===== src/rtl/dpram_rd_streamer_pkg.sv =====
// Shared defaults and FSM encoding for the dual-port RAM read streamer.
package dpram_rd_streamer_pkg;

  localparam int DEF_AW        = 3;
  localparam int DEF_DW        = 16;
  localparam int DEF_BUF_DEPTH = 4;
  localparam int MAX_LEN       = 2 ** DEF_AW;

  typedef enum logic [1:0] {
    ST_IDLE   = 2'd0,
    ST_ISSUE  = 2'd1,
    ST_DRAIN  = 2'd2,
    ST_FINISH = 2'd3
  } state_t;

endpackage


===== src/rtl/dpram_rd_streamer_fifo.sv =====
// Single-clock output buffer: DEPTH entries of data plus a last flag.
module sync_fifo_buf #(
  parameter int DEPTH = 4,
  parameter int DW    = 16,
  localparam int PW   = $clog2(DEPTH),
  localparam int CW   = PW + 1
) (
  input  logic          clk,
  input  logic          rst,
  input  logic          push,
  input  logic [DW-1:0] push_data,
  input  logic          push_last,
  input  logic          pop,
  output logic [DW-1:0] rd_data,
  output logic          rd_last,
  output logic [CW-1:0] occupancy,
  output logic          full,
  output logic          empty
);

  logic [DW:0]   mem [DEPTH];
  logic [PW-1:0] wptr;
  logic [PW-1:0] rptr;
  logic [DW:0]   head;
  logic          do_push;
  logic          do_pop;

  assign full    = (occupancy == CW'(DEPTH));
  assign empty   = (occupancy == '0);
  assign do_pop  = pop && !empty;
  assign do_push = push && (!full || do_pop);

  // Head is masked while empty so the stream outputs read zero after reset.
  assign head    = mem[rptr];
  assign rd_data = empty ? '0 : head[DW-1:0];
  assign rd_last = empty ? 1'b0 : head[DW];

  always_ff @(posedge clk) begin
    if (do_push) mem[wptr] <= {push_last, push_data};
  end

  always_ff @(posedge clk) begin
    if (rst) begin
      wptr      <= '0;
      rptr      <= '0;
      occupancy <= '0;
    end else begin
      if (do_push) wptr <= wptr + PW'(1);
      if (do_pop)  rptr <= rptr + PW'(1);
      occupancy <= occupancy + CW'(do_push) - CW'(do_pop);
    end
  end

endmodule


===== src/rtl/dpram_rd_streamer.sv =====
// Burst read sequencer on the RAM read port, streaming words out via valid/ready.
//
// state     | meaning
// ST_IDLE   | waiting for start; first read is launched on acceptance
// ST_ISSUE  | one re per word while the buffer has room
// ST_DRAIN  | all reads issued; waiting for the last word to be accepted
// ST_FINISH | one cycle; done pulses and busy drops on exit
module dpram_rd_streamer
  import dpram_rd_streamer_pkg::*;
#(
  parameter int AW        = DEF_AW,
  parameter int DW        = DEF_DW,
  parameter int BUF_DEPTH = DEF_BUF_DEPTH
) (
  input  logic          clk,
  input  logic          rst,
  input  logic          start,
  input  logic [AW-1:0] start_addr,
  input  logic [AW:0]   len,
  output logic          busy,
  output logic          done,
  output logic          re,
  output logic [AW-1:0] rd_addr,
  input  logic [DW-1:0] rd_data,
  output logic          m_valid,
  input  logic          m_ready,
  output logic [DW-1:0] m_data,
  output logic          m_last
);

  localparam int LW      = AW + 1;
  localparam int LEN_MAX = 2 ** AW;
  localparam int PW      = $clog2(BUF_DEPTH);
  localparam int SW      = PW + 2;

  state_t        state;
  logic [LW-1:0] len_q;
  logic [LW-1:0] len_c;
  logic [LW-1:0] issued;
  logic [LW-1:0] accepted;
  logic [AW-1:0] next_addr;
  logic          re_last;
  logic          pend;
  logic          pend_last;
  logic [PW:0]   occ;
  logic          buf_full;
  logic          buf_empty;
  logic          buf_push;
  logic          pop;
  logic [SW-1:0] load;
  logic          can_issue;

  assign m_valid  = !buf_empty;
  assign pop      = m_valid && m_ready;
  assign buf_push = pend && (!buf_full || pop);

  // Credit check counts words already buffered plus reads still in flight.
  always_comb begin
    len_c     = (len > LW'(LEN_MAX)) ? LW'(LEN_MAX) : len;
    load      = SW'(occ) + SW'(re) + SW'(pend) - SW'(pop);
    can_issue = (load < SW'(BUF_DEPTH));
  end

  sync_fifo_buf #(
    .DEPTH (BUF_DEPTH),
    .DW    (DW)
  ) u_obuf (
    .clk       (clk),
    .rst       (rst),
    .push      (buf_push),
    .push_data (rd_data),
    .push_last (pend_last),
    .pop       (pop),
    .rd_data   (m_data),
    .rd_last   (m_last),
    .occupancy (occ),
    .full      (buf_full),
    .empty     (buf_empty)
  );

  always_ff @(posedge clk) begin
    if (rst) begin
      state     <= ST_IDLE;
      busy      <= 1'b0;
      done      <= 1'b0;
      re        <= 1'b0;
      rd_addr   <= '0;
      next_addr <= '0;
      len_q     <= '0;
      issued    <= '0;
      accepted  <= '0;
      re_last   <= 1'b0;
      pend      <= 1'b0;
      pend_last <= 1'b0;
    end else begin
      // rd_data for a read launched last cycle is valid now.
      pend      <= re;
      pend_last <= re && re_last;
      done      <= 1'b0;
      if (pop) accepted <= accepted + LW'(1);

      case (state)
        ST_IDLE: begin
          re      <= 1'b0;
          re_last <= 1'b0;
          if (start) begin
            busy     <= 1'b1;
            len_q    <= len_c;
            accepted <= '0;
            if (len_c == '0) begin
              issued <= '0;
              state  <= ST_FINISH;
            end else begin
              re        <= 1'b1;
              rd_addr   <= start_addr;
              next_addr <= start_addr + AW'(1);
              issued    <= LW'(1);
              re_last   <= (len_c == LW'(1));
              state     <= ST_ISSUE;
            end
          end
        end

        ST_ISSUE: begin
          if (issued == len_q) begin
            re      <= 1'b0;
            re_last <= 1'b0;
            state   <= ST_DRAIN;
          end else if (can_issue) begin
            re        <= 1'b1;
            rd_addr   <= next_addr;
            next_addr <= next_addr + AW'(1);
            issued    <= issued + LW'(1);
            re_last   <= (issued + LW'(1) == len_q);
          end else begin
            re      <= 1'b0;
            re_last <= 1'b0;
          end
        end

        ST_DRAIN: begin
          re <= 1'b0;
          if (pop && (accepted + LW'(1) == len_q)) state <= ST_FINISH;
        end

        ST_FINISH: begin
          done  <= 1'b1;
          busy  <= 1'b0;
          state <= ST_IDLE;
        end

        default: state <= ST_IDLE;
      endcase
    end
  end

endmodule


===== config.mk =====
export PLATFORM = sky130hd
export DESIGN_NAME = dpram_rd_streamer
export DESIGN_NICKNAME = d
export VERILOG_FILES = /design/src/rtl/dpram_rd_streamer_pkg.sv /design/src/rtl/dpram_rd_streamer_fifo.sv /design/src/rtl/dpram_rd_streamer.sv
export SDC_FILE = /design/constraint.sdc
export NUM_CORES = 1
export LEC_CHECK = 0
export ABC_AREA = 1
export BUFFER_PORTS_ARGS = -buffer_cell sky130_fd_sc_hd__buf_2
export CORE_UTILIZATION = 60
export CTS_BUF_LIST = sky130_fd_sc_hd__clkbuf_16
export DETAILED_ROUTE_END_ITERATION = 6
export PLACE_DENSITY = 0.89
export SKIP_LAST_GASP = 1
export SYNTH_ARGS = -nofsm -noshare
export SYNTH_HDL_FRONTEND = slang
export SYNTH_SLANG_ARGS = --single-unit
export TNS_END_PERCENT = 30

===== constraint.sdc =====
create_clock -name clk -period 3.8 [get_ports clk]
set_input_delay 1.14 -clock clk [delete_from_list [all_inputs] [get_ports clk]]
set_output_delay 1.14 -clock clk [all_outputs]
set_load 0.01 [all_outputs]

## Word level (Yosys, flattened, before mapping)

Memories as Yosys holds them, arrays and structs flattened. A register that Yosys moved wholly into a read port is not among the register bits.
Cells that the tools add are included.

| cells by class | value |
|---|---|
| add/sub/neg operators | 11 |
| order comparisons | 2 |
| equal/unequal tests | 14 |
| muxes and demuxes | 43 |
| reduce and logical (&&, ||, !) cells | 21 |

Operator list:

| kind | count |
|---|---|
| $mux 4 | 7 |
| $mux 3 | 8 |
| $mux 16 | 1 |
| $mux 1 | 14 |
| $eq 4x4->1 | 3 |
| $mux 2 | 6 |
| $ne 2x2->1 const B | 6 |
| $pmux 3 s2 | 2 |
| $add 4x1->4 const B | 2 |
| $pmux 2 s4 | 1 |
| $pmux 4 s2 | 1 |
| $add 3x1->3 const B | 2 |
| $logic_and 1x1->1 | 6 |
| $reduce_and 5->1 | 1 |
| $add 2x1->2 const B | 2 |
| $add 3x1->4 | 1 |
| $add 4x1->4 | 1 |
| $eq 2x2->1 const B | 2 |
| $eq 4x1->1 const B | 1 |
| $gt 4x4->1 const B | 1 |
| $logic_not 4->1 | 1 |
| $lt 4x3->1 const B | 1 |
| $pmux 1 s2 | 2 |
| $reduce_and 2->1 | 2 |
| 14 further kinds | 17 |

| word-level totals | value |
|---|---|
| bits in registers | 33 |
| RAM bits | 68 |
| input port bits | 27 |
| output and inout bits | 24 |
| logic and storage cells | 107 |
| memories | 1 |

Memories:

| name | depth | bits a word | read ports | clocked after memory_dff | wr ports | RTL line | text |
|---|---|---|---|---|---|---|---|
| u_obuf.mem | 4 | 17 | 1 | 1 | 1 | dpram_rd_streamer_fifo.sv:21 | `logic [DW:0] mem [DEPTH];` |

## Depth between registers and ports, before layout

Gate-level depths: netlist of run 1.

| depth | value |
|---|---|
| depth after elaboration | 8 |
| depth in mapped cells | 21 |
| depth with buffers taken out | 20 |

## Cells and area by module

From an unflattened synthesis of run 1, not the netlist that was laid out.

| unflattened totals | value |
|---|---|
| cell total of the unflattened synthesis | 519 |
| area, all modules | 4832.1 um^2 |

By module, submodules not included:

| module | times used | cells an instance | area an instance (um^2) | sequential area each (um^2) |
|---|---|---|---|---|
| sync_fifo_buf | 1 | 272 | 3164.3 | 2222.1 |
| dpram_rd_streamer | 1 | 247 | 1667.8 | 520.5 |

## Worst setup path after synthesis of run 1

OpenSTA, ideal clock, no wires.

| timing path | value |
|---|---|
| path type | in2reg |
| start | in m_ready |
| end | reg issued[1] |
| library setup time | 114 ps |
| data arrival time | 2620 ps |
| data required time | 3686 ps |
| path slack | 1066 ps |
| stages on the path | 18 |
| path buffers | 1 |
| cell sequence | nand2_1 inv_1 buf_4 nand2_1 nand2_1 ha_1 nand2_1 nand2_1 nand2_1 nand2_1 nand2_1 nand2_1 inv_1 nand2_2 nand2_4 nand3_4 a21oi_1 nor2_1 |

| between the ends | value |
|---|---|
| cells in the longest elaborated chain, start to end | 5 |

Ends and longest elaborated chain:

| what | RTL line | text |
|---|---|---|
| start, declared | dpram_rd_streamer.sv:26 | `input logic m_ready,` |
| $logic_and 1x1->1 | dpram_rd_streamer.sv:54 | `assign pop = m_valid && m_ready;` |
| $sub 4x1->4 | dpram_rd_streamer.sv:60 | `load = SW'(occ) + SW'(re) + SW'(pend) - SW'(pop);` |
| $lt 4x3->1 | dpram_rd_streamer.sv:61 | `can_issue = (load < SW'(BUF_DEPTH));` |
| $ne 2x2->1 (no source line) | -- |  |
| $reduce_and 4->1 (no source line) | -- |  |
| end signal, assigned | dpram_rd_streamer.sv:133 | `issued <= issued + LW'(1);` |
| end, declared | dpram_rd_streamer.sv:39 | `logic [LW-1:0] issued;` |

No other way between the ends.
A chain may end at the register's enable or synchronous reset.

==> results of run 1 <==
-- state kept, by name, indices dropped and copies added, names as in the netlist, named ones only --
signal	cells
rd_addr	3
len_q	4
u_obuf.rptr	2
re_last	1
state	2
re	1
pend_last	1
done	1
accepted	4
issued	4
u_obuf.wptr	2
u_obuf.mem	68
next_addr	3
pend	1
busy	1
u_obuf.occupancy	3
-- Yosys cell counts, drive strengths merged --
library cell / number / share of area (%)
nor3: 1 / 0.11
nor2: 109 / 9.0
nand3: 9 / 1.6
o21ai: 44 / 4.7
fa: 1 / 0.43
buf: 9 / 1.0
xor2: 6 / 1.1
dfxtp: 35 / 15
inv: 56 / 4.5
o21bai: 1 / 0.16
a211oi: 5 / 0.80
clkinv: 2 / 0.16
nand4: 6 / 0.80
nor4: 1 / 0.13
o31ai: 1 / 0.16
o32ai: 3 / 0.56
ha: 17 / 4.5
nand2: 72 / 6.0
xnor2: 6 / 1.1
a31oi: 2 / 0.27
a21oi: 32 / 3.5
edfxtp: 68 / 44
clkbuf: 7 / 0.77
-- metal layers --
metal	up-vias	GRT usage (%)	part of all wire, %
met1	1646	27.46	40
met4	0	11.42	2.4
li1	1741	-	-
met3	24	4.377	3.8
met2	115	48.98	54
met5	-	0	0
-- power by group --
part           leakage [nW]  total, mW  internal (mW)  switching (mW)
clock                 0.156      0.955          0.572           0.382
combinational          1.20       1.34          0.478           0.863
sequential            0.902       1.45           1.34           0.112
total                  2.26       3.75           2.39            1.36
-- worst register-to-register path, delay by kind of cell, from the launching register on --
| family | cells | cell delay (ns) |
|---|---|---|
| adders and majority gates | 1 | 0.23 |
| buffers and inverters | 2 | 0.34 |
| DFF | 1 | 0.41 |
| and+or+nand+nor | 17 | 1.50 |
-- per-stage QoR --
step	cells	hold slack [ns]	utilization, %
6_report	651	0.4677	72.34
5_1_grt	651	0.4896	72.34
4_1_cts	651	0.4663	72.34
3_5_place_dp	635	0.4484	68.11
3_3_place_gp	635	0.4250	68.11
2_1_floorplan	493	0.4065	-
-- layout make-up --
cell class                      instances  area, µm²
Sequential cell                       103       2743
Fill cell                             504       2049
Multi-Input combinational cell        316       1644
Timing Repair Buffer                   59      317.8
Clock buffer                            9      225.2
Inverter                               58      217.7
Tap cell                               99      123.9
Clock inverter                          7      87.58
-- final timing paths --
| kind | start | endpoint | slack, ns | cells after the start |
|---|---|---|---|---|
| worst max register to register | u_obuf.occupancy[1]$_SDFF_PP0_ | next_addr[2]$_SDFFE_PP0P_ | 1.26 | 20 |
| worst min-delay path | re_last$_SDFFE_PP0P_ | pend_last$_SDFF_PP0_ | 0.47 | 2 |
| worst min register to register | re_last$_SDFFE_PP0P_ | pend_last$_SDFF_PP0_ | 0.47 | 2 |
| worst max-delay path | flip-flop | m_last | 0.42 | 6 |
-- kinds of logic (layout without fill, tap and decap cells) --
group / Yosys count / in the layout / synth area share [%]
compound gates: 88 / 88 / 10.14
xor+xnor: 12 / 12 / 2.242
fa+ha+maj: 18 / 18 / 4.964
buf+inv: 74 / 133 / 6.432
flops: 103 / 103 / 58.50
simple gates: 198 / 198 / 17.72
==> flow_summary.toml, run 1 <==
[final_layout]
drive_gt1_share_pct = 16.49
antenna_cells = 0
final_nets = 592
area_growth_pct = 14.30
final_cell_mix = "105 x nor2_1, 69 x nand2_1, 68 x edfxtp_1"
layout.cells.most_common = "nor2_1"
fin_area_um2 = 5359

[sta]
fin_worst_skew_ns = 0.006945
timing.final.crit_period_ns = 3.385
setup_tns_ns = 0
maxSlewHeadroom_pct = 58.65
worst_slack_ns = 0.4153
rsz0062_at_grt = "false"
fin_crit_sh_pct = 89.07
hold_viol_final = 0
report.final.slew_viol_count = 0
worstMarginPinSlew_ns = 0.6194
setup_viol = 0
max_freq_mhz = 295.4

[clocking]
holdBufCountCts = 0
clk_latency_ns = 0.34
cts_tree = "built"
clock-sinks = 103
h-tree-depth = 3
postCtsSetupBuffers = 0
cts.path.max_buffers = 2
cts.clk_slew.worst_paths_ns = 0.07
cts_buffers = 9
clock-root-buffer = "clkbuf_16"
cts_resized = 0

[power]
irDropWorstVdd_mv = 0.4426
leakage_nw = 2.259
power_density_nw_per_um2 = 698.9
p_total_mw = 3.746

[die]
fp.dieH_um = 90.40
boundaryPins = 51
core_area_um2 = 7408
dieArea_um2 = 8171
start_util_pct = 63.28
fp-row-count = 31
die_w_um = 90.40

[critical_path]
crit_family = "buffers and inverters"
start_kind = "flip-flop"
crit_buf_inv = 3
slowest_stage = "clkinv_1"
critPathCaptureType = "output pin"
crit_type = "reg2out"
cp_cell_sequence = "buf_4 > clkinv_1 > nor2_1 > o21ai_0 > a21oi_1 > buf_2"
worstPathMaxFanout = 18
worst_path_largest_cell_delay_ns = 0.54
cp_data_arrival_time_ns = 2.24
required_ns = 2.66

[placed_design]
finalWeightedCongestion = 0.8886
postPlaceCellArea_um2 = 5046
port-buffer-count = 50
post-place-ws_ns = 0.7407
dp_hpwl_mm = 6.313

[global_routing]
track_usage_pct = 25.65
overflow = 0
antenna_found_initial = 0
grt_first_pass_wirelength_mm = 16.15
grt_max_degree = 35
grt_pass1_vias = 3539

[route]
firstDrtPassIters = 4
post_drt_wl_per_cell_um = 14.79
postRouteAntennaNets = 0
drc = 0
vias = 3526
drtIter0Drc = 211
viasPerCell = 5.416
routed_wl_mm = 9.626

[yosys]
synth.cell_area_um2 = 4688
yosysWarnings = 0
synth-seq-cells = 103
avgSynthCellArea_um2 = 9.510
yosysSeqAreaShare_pct = 58.50
synthCells = 493
syn_nets = 538
synth_cell_type_count = 35

[flow_run]
maxCapViolations = 0

[outcome]
status = "finished clean"

[hold_path]
hp-class = "reg2reg"
(Power assumes the default switching activity.)
==> inputs of run 2 (changes only) <==
--- a/config.mk
+++ b/config.mk
@@ -12,2 +12,3 @@
 export DETAILED_ROUTE_END_ITERATION = 6
+export HOLD_SLACK_MARGIN = 0.03
 export PLACE_DENSITY = 0.89
==> constraint.sdc (replaced) <==
create_clock -name clk -period 3.8 [get_ports clk]
set_input_delay 0.57 -clock clk [delete_from_list [all_inputs] [get_ports clk]]
set_output_delay 0.57 -clock clk [all_outputs]
set_load 0.01 [all_outputs]
==> run 2 against run 1 <==
  * Final area fell by 0.70%
  * Worst setup slack improved by 0.61 ns
  * Maximum frequency rose by 22%
  * Power fell by 1.3%
  * Critical path type unchanged
  * Largest power group unchanged
==> flow_summary.toml, run 2 (synthesis gave the netlist of run 1 again) <==
[outcome]
status = "finished clean"

[final_layout]
largest_reg_flops = 68
final_cell_mix = "105 x nor2_1, 69 x nand2_1, 68 x edfxtp_1"
area_growth_pct = 13.50
fin_util_pct = 71.83
top_register = "u_obuf.mem"
drive_gt1_share_pct = 16.39
multi_input_area_um2 = 1644
nFillCells = 543
seqCellArea_um2 = 2743
antenna_cells = 0
layout.cells.most_common = "nor2_1"
final_nets = 589
fin_area_um2 = 5321

[global_routing]
grt_max_degree = 35
antenna_found_initial = 0
overflow = 0
grt_first_pass_wirelength_mm = 16.29
track_usage_pct = 25.97
grt_pass1_vias = 3571

[hold_path]
hold_end = "u_obuf.mem[1][11]$_DFFE_PP_"
whs_path_depth = 1
hp-class = "in2reg"
min_from = "rd_data[11]"

[critical_path]
worstReg2RegStart = "u_obuf.occupancy[1]$_SDFF_PP0_"
reg2regPathDepth = 19
start_kind = "flip-flop"
crit_buf_inv = 2
required_ns = 3.23
worstPathMaxFanout = 34
worst_path_largest_cell_delay_ns = 0.78
crit_family = "flip-flops"
slowest_stage = "dfxtp_1"
cp_data_arrival_time_ns = 2.20
cp_cell_sequence = "inv_2 > o21ai_0 > a21oi_1 > buf_2"
rrSetupSlack_ns = 1.33
critPathCaptureType = "output pin"
crit_type = "reg2out"
r2r_end = "issued[1]$_SDFFE_PP0P_"

[sta]
fin_crit_sh_pct = 72.95
timing.final.crit_period_ns = 2.772
setup_tns_ns = 0
hold_ws_ns = 0.4428
maxSlewHeadroom_pct = 52.09
worstMarginPinSlew_ns = 0.7176
setup_viol = 0
hold_viol_final = 0
fin_worst_skew_ns = 0.01027
max_freq_mhz = 360.7
report.final.slew_viol_count = 0
rsz0062_at_grt = "false"
worst_slack_ns = 1.028

[flow_run]
maxCapViolations = 0

[clocking]
cts_tree = "built"
cts.clk_slew.worst_paths_ns = 0.07
clock-root-buffer = "clkbuf_16"
cts_buffers = 9
clock-sinks = 103
cts_resized = 0
holdBufCountCts = 0
h-tree-depth = 3
cts.path.max_buffers = 2
clk_latency_ns = 0.35
postCtsSetupBuffers = 0

[die]
start_util_pct = 63.28
boundaryPins = 51
fp.dieH_um = 90.40
die_w_um = 90.40
core_area_um2 = 7408
dieArea_um2 = 8171
fp-row-count = 31

[placed_design]
finalWeightedCongestion = 0.8439
postPlaceCellArea_um2 = 5024
port-buffer-count = 50
dp_hpwl_mm = 6.700
post-place-ws_ns = 1.299

[route]
post_drt_wl_per_cell_um = 15.31
vias = 3565
postRouteAntennaNets = 0
drtIter0Drc = 249
routed_wl_mm = 9.920
drc = 0
firstDrtPassIters = 5
viasPerCell = 5.502

[power]
leakage_nw = 2.234
irDropWorstVdd_mv = 0.4503
power_density_nw_per_um2 = 694.4
## run 2: through the flow
stage / instances / total power, mW
after floorplan: 493 / 2.424
after global placement: 632 / 2.707
after detailed placement: 632 / 2.777
after CTS: 648 / 3.698
after global routing: 648 / 3.947
final: 648 / 3.695
## run 2: cell type report
cell class / instances / share of cell area [%]
clock inverters: 7 / 1.364
clock buffers: 9 / 4.232
multi-input cells: 316 / 30.90
repair buffers: 56 / 5.549
inverters: 58 / 4.091
flip-flops and latches: 103 / 51.54
well taps: 99 / 2.328
## run 2: report_power, final
group | internal [mW] | total, mW | leakage (nW) | switching, mW
combinational | 0.473 | 1.33 | 1.18 | 0.855
sequential | 1.34 | 1.45 | 0.902 | 0.115
clock | 0.513 | 0.914 | 0.148 | 0.401
## run 2: worst max-delay path by stage
| stage | cells past startpoint | end | slack, ns |
|---|---|---|---|
| detailed placement | 18 | issued[1]$_SDFFE_PP0P_ | 1.30 |
| CTS | 4 | m_data[14] | 1.07 |
| global route | 4 | m_data[14] | 0.85 |
| floorplan | 20 | issued[1]$_SDFFE_PP0P_ | 1.58 |
| global placement | 18 | issued[1]$_SDFFE_PP0P_ | 1.39 |
| finish | 4 | m_data[14] | 1.03 |
## run 2: per-layer routing
metal  vias to the layer above  global-route usage (%)  wire [µm]
li1                       1730                       -          -
met5                         -                       0          0
met4                         0                   13.17        255
met2                       147                   48.92       5351
met1                      1666                   27.85       3794
met3                        22                   4.209        520
